<file path="src/rtl/safe_lock_pkg.sv">
// Shared definitions for the safe-lock serial key link (transmitter and receiver).
package safe_lock_pkg;

    localparam int unsigned KEY_W = 4;

    typedef logic [KEY_W-1:0] key_t;

    // Bits travel MSB first on the serial link.
    localparam bit MSB_FIRST = 1'b1;

endpackage

</file>
<file path="src/rtl/s2p.sv">
// Serial-to-parallel deserializer: MSB-first bits in, N-bit words out through a holding register.
module s2p
    import safe_lock_pkg::*;
#(
    parameter int unsigned N = KEY_W
) (
    input  logic         clk,
    input  logic         rstn,
    input  logic         ser_data,
    input  logic         ser_valid,
    output logic         ser_ready,
    input  logic         ser_clear,
    output logic [N-1:0] par_data,
    output logic         par_valid,
    input  logic         par_ready
);

    localparam int unsigned CntW = (N > 2) ? $clog2(N) : 1;
    localparam logic [CntW-1:0] CntLast = CntW'(N - 1);

    // Only the N-1 most recent bits are ever needed; the Nth arrives with the completing beat.
    logic [N-2:0]    shreg;
    logic [CntW-1:0] cnt;
    logic [N-1:0]    word;
    logic            last;
    logic            beat;

    assign last = (cnt == CntLast);
    assign word = {shreg, ser_data};

    // Combinational par_ready -> ser_ready path: the last bit may land while the holder drains.
    assign ser_ready = !(last && par_valid && !par_ready);
    assign beat      = ser_valid && ser_ready && !ser_clear;

    always_ff @(posedge clk or negedge rstn) begin
        if (!rstn) begin
            shreg     <= '0;
            cnt       <= '0;
            par_data  <= '0;
            par_valid <= 1'b0;
        end else begin
            if (ser_clear) begin
                shreg <= '0;
                cnt   <= '0;
            end else if (beat) begin
                shreg <= word[N-2:0];
                cnt   <= last ? '0 : cnt + CntW'(1);
            end

            if (beat && last) begin
                par_data  <= word;
                par_valid <= 1'b1;
            end else if (par_valid && par_ready) begin
                par_valid <= 1'b0;
            end
        end
    end

endmodule

</file>
<file path="config.mk">
export PLATFORM = sky130hd
export DESIGN_NAME = s2p
export DESIGN_NICKNAME = d
export VERILOG_FILES = /design/src/rtl/safe_lock_pkg.sv /design/src/rtl/s2p.sv
export SDC_FILE = /design/constraint.sdc
export NUM_CORES = 1
export LEC_CHECK = 0
export ABC_AREA = 0
export BUFFER_PORTS_ARGS = -buffer_cell sky130_fd_sc_hd__buf_2
export CAP_MARGIN = 20
export CORE_AREA = 4 4 41 43
export DETAILED_ROUTE_END_ITERATION = 12
export DIE_AREA = 0 0 45 47
export GPL_TIMING_DRIVEN = 1
export PLACE_DENSITY = 0.57
export SKIP_CTS_REPAIR_TIMING = 1
export SLEW_MARGIN = 20
export SYNTH_ARGS = -nofsm -noshare
export SYNTH_HDL_FRONTEND = slang
export SYNTH_SLANG_ARGS = --single-unit
</file>
<file path="constraint.sdc">
create_clock -name clk -period 1.17 [get_ports clk]
set_input_delay 0.234 -clock clk [delete_from_list [all_inputs] [get_ports clk]]
set_output_delay 0.234 -clock clk [all_outputs]
set_load 0.02 [all_outputs]
</file>
## After elaboration in Yosys (flattened, before gate mapping)

Index checks and enable logic that the tools add are counted.

- Bits in registers: 10
- Input port bits: 6
- Output and inout port bits: 6

- Add/sub/neg operators: 1
- Equal/unequal tests: 1
- Muxes and demuxes: 7
- Reductions and logical operators: 11

Operator list:

| cell | number |
|---|---|
| $logic_and A1 B1 Y1 | 6 |
| $mux W2 | 3 |
| $mux W3 | 2 |
| $reduce_bool A2 Y1 | 2 |
| $logic_not A1 Y1 | 3 |
| $add A2 B1 Y2 const B | 1 |
| $eq A2 B2 Y1 const B | 1 |
| $mux W1 | 2 |

## Longest topological paths before layout

- Depth after elaboration: 8
- Mapped depth: 4
- Gate-level depth less buffers: 4

## Least setup slack after synthesis

Ideal clock, no wire load.

- Path type: register to register
- Start: register par_valid
- End: register par_data[0]
- Arrival: 1.175 ns
- Slack: -0.130 ns
- Stages on the path, launching flop included: 4
- Path through: dfrtp_1 > nor2b_4 > nor3_4 > mux2_2

- Cells in the longest elaborated chain, start to end: 6

RTL lines:

| item | line | RTL |
|---|---|---|
| start: declaration | s2p.sv:14 | `output logic par_valid,` |
| start signal: assignment | s2p.sv:40 | `par_valid <= 1'b0;` |
| start signal: assignment | s2p.sv:52 | `par_valid <= 1'b1;` |
| start signal: assignment | s2p.sv:54 | `par_valid <= 1'b0;` |
| $logic_and A1 B1 Y1 (2 in a row) | s2p.sv:32 | `assign ser_ready = !(last && par_valid && !par_ready);` |
| $logic_not A1 Y1 | s2p.sv:32 |  |
| $logic_and A1 B1 Y1 (2 in a row) | s2p.sv:33 | `assign beat = ser_valid && ser_ready && !ser_clear;` |
| $logic_and A1 B1 Y1 | s2p.sv:50 | `if (beat && last) begin` |
| end signal: assignment | s2p.sv:51 | `par_data <= word;` |
| end: declaration | s2p.sv:13 | `output logic [N-1:0] par_data,` |

No other way between the ends.
A chain may end at the register's enable or synchronous reset.

## Worst setup path after layout

- Start: register cnt[1]
- End: register par_data[1]

- Cells in the longest elaborated chain, start to end: 7

RTL lines:

| item | line | RTL |
|---|---|---|
| start: declaration | s2p.sv:23 | `logic [CntW-1:0] cnt;` |
| start signal: assignment | s2p.sv:47 | `cnt <= last ? '0 : cnt + CntW'(1);` |
| $eq A2 B2 Y1 (*) | s2p.sv:28 | `assign last = (cnt == CntLast);` |
| $logic_and A1 B1 Y1 (2 in a row) | s2p.sv:32 |  |
| $logic_not A1 Y1 | s2p.sv:32 |  |
| $logic_and A1 B1 Y1 (2 in a row) | s2p.sv:33 |  |
| $logic_and A1 B1 Y1 (*) | s2p.sv:50 |  |

Mark *: on every way between the ends. The rest lies on a longest branch, timed or not.

==> impl_summary.log <==
INFO  metric outcome = finished, violations left
INFO  metric violated_checks = negative setup slack
INFO  metric most-common-layout-cells = buf_2 (10), dfrtp_1 (9), nand2b_1 (7)
INFO  metric core.rowCount = 13
INFO  metric final_min_period_over_clock_period = 117.9%
INFO  metric post_route_cells_drive_above_1_share = 53.70%
INFO  metric port-buffer-count = 11
INFO  metric path_clk_slew = 0.06 ns
INFO  metric slew_headroom = 80.82%
INFO  metric htree_num_levels = 1
INFO  metric pin_count_of_the_biggest_net_entering_global_routing = 11
INFO  metric ys.warnings.count = 0
INFO  metric place_hpwl = 735.3 µm
INFO  metric slew_violations = 0
INFO  metric skew = 0.004353 ns
INFO  metric p_clk_share = 34.9%
INFO  metric period_needed = 1.380 ns
INFO  metric timing.critical_path.arrival = 1.54 ns
INFO  metric grt_pass1_wl = 1649 µm
INFO  metric netlist.top_cell.by_area = dfrtp_1
INFO  metric post-route-drc-count = 0
INFO  metric area_growth = 35.50%
INFO  metric total_inserted_antenna_cells = 0
INFO  metric via_count = 344
INFO  metric crit_chain = ha_2 > nand2_2 > nor3_4 > mux2_2
INFO  metric detail_route.wl_per_cell = 14.28 µm
INFO  metric final_cells = 69
INFO  metric power.share.sequential = 50.6%
INFO  metric yosysUniqueCellTypes = 12
INFO  metric share_of_the_synthesized_area_in_the_top_cell_type = 54.20%
INFO  metric cp.buffers_inverters = 0
INFO  metric grt_setup_unrepaired = true
INFO  metric cts.sink_count = 10
INFO  metric worstMarginPinSlew = 0.2867 ns
INFO  metric numPlacedInstances = 64
INFO  metric gr_usage_total = 11.42%
INFO  metric total_leakage_power = 0.3124 nW
INFO  metric fmaxAchievable = 0.7248 GHz
INFO  metric fin_hold_ws = 0.2151 ns
INFO  metric timing.critical_path.to_type = flop
INFO  metric post_synth.cell_area_avg = 13.58 µm²
INFO  metric detailedRoute.firstPassIterationCount = 2
INFO  metric floorplan.initialDensity = 35.48%
INFO  metric maximum_fanout_count_along_the_critical_path = 5
INFO  metric timing.max_cap.violations = 0
INFO  metric antenna_found_initial = 0
INFO  metric ant_nets = 0
INFO  metric power_internal = 0.5523 mW
INFO  metric syn-num-nets = 41
INFO  metric dp_slack = -0.2232 ns
INFO  metric crit_family = flip-flops
INFO  metric number_of_setup_violations_in_the_final_report = 10
INFO  metric final_core_utilization = 48.08%
INFO  metric critical_path_start_type = flop
INFO  metric power-per-cell-area = 1191 nW/µm²
INFO  metric synth.yosys.seq_area_share = 54.20%
INFO  metric slowest_stage = dfrtp_1
INFO  metric die-area = 2115 µm²
INFO  metric route.detailed.vias_per_inst = 4.986
INFO  metric cts-root-buf = clkbuf_4
INFO  metric hold_violations = 0
INFO  metric worstSetupPathType = flop to flop
INFO  metric clkLatencyLatePin = 0.27 ns
INFO  metric drt-total-wl = 985 µm
INFO  metric die_h = 47 µm
INFO  metric global_placer_s_final_weighted_congestion = 0.8396
INFO  metric drtIter0Drc = 1
INFO  metric grt_remaining_overflow = 0
INFO  metric finalWorstSetupSlack = -0.2096 ns
INFO  metric maximum_root_to_sink_buffer_count = 2
INFO  metric number_of_buffers_created_by_cts = 3
INFO  metric number_of_synthesized_register_bits = 10
INFO  metric synthTopCellsByArea = dfrtp_1 (54%), mux2_2 (9.8%), nand2b_1 (9.5%)
INFO  metric fin_nets = 62
INFO  metric fin_tns_setup = -1.091 ns
INFO  metric critical_path_required = 1.33 ns
INFO  metric power.share.switching = 25.88%
INFO  metric combinational_power_share = 14.4%
INFO  metric design.portCount = 12
INFO  metric cts_tree = built
INFO  metric synthesis.instances = 34
INFO  metric die_x = 45 µm
INFO  metric mostFrequentLayoutCell = buf_2
INFO  metric core_area = 1301 µm²
INFO  metric via_count_of_the_first_global_routing_pass = 364
INFO  metric power_switching = 0.1929 mW
INFO  metric critPathMaxStageDelay = 0.37 ns
INFO  metric vdd_drop_max = 0.0005952 V
INFO  metric mappedNetlistArea = 461.7 µm²
INFO  metric holdCritPathClass = primary input to flop
-- final cells by class --
class	count	area (µm²)
Clock buffer	4	26.28
Timing Repair Buffer	16	108.9
Tap cell	15	18.77
Multi-Input combinational cell	24	220.2
Fill cell	131	675.6
Sequential cell	10	251.5
-- power by group through the flow --
stage	clock [mW]	combinational (mW)	sequential [mW]
2_1_floorplan	0	0.0371	0.395
3_3_place_gp	0	0.0952	0.381
3_5_place_dp	0	0.100	0.384
4_1_cts	0.263	0.101	0.377
5_1_grt	0.274	0.118	0.379
6_report	0.260	0.108	0.377
-- through the flow --
step,total power [mW],cell area (µm²)
after floorplan,0.4319,465.4
final,0.7452,625.6
after global routing,0.7718,625.6
after global placement,0.4763,569.3
after CTS,0.7411,595.6
after detailed placement,0.4842,569.3
-- per-layer routing --
layer	part of all wire (%)	vias up	wire length, µm	track usage, %
met5	0	-	0	0
met3	7.0	5	69	3.448
li1	-	159	-	-
met2	52	10	508	20.06
met1	38	170	371	10.56
met4	3.6	0	35	10.53
-- Yosys cell counts (all sizes together) --
cell type	instances
or2	1
nor3	1
ha	1
mux2	4
or4b	1
mux2i	4
o21ai	1
nand2	2
dfrtp	10
nor2b	1
nand2b	7
a21boi	1
-- cells by family (layout without fill, tap and decap cells) --
kind of cell / count (synthesis) / in the layout / synth area share (%)
buf+inv: 0 / 20 / 0
flops: 10 / 10 / 54.20
mux: 8 / 8 / 18.43
fa+ha+maj: 1 / 1 / 2.710
compound gates: 2 / 2 / 3.522
simple gates: 13 / 13 / 21.14
-- final timing paths --
check                            startpoint     endpoint  slack [ns]  depth (start not counted)
worst max-delay path                 cnt[1]  par_data[1]       -0.21                          4
max in group asynchronous              rstn    par_valid        0.61                          2
worst min-delay path               ser_data  par_data[0]        0.22                          2
worst max register to register       cnt[1]  par_data[1]       -0.21                          4
worst min register to register  par_data[2]  par_data[2]        0.51                          1
min in group asynchronous              rstn     shreg[1]        0.35                          2
-- state kept, by name, summed over array words and instances, names as in the netlist --
register / count
par_valid: 1
par_data: 4
cnt: 2
shreg: 3
(Power assumes the default switching activity.)
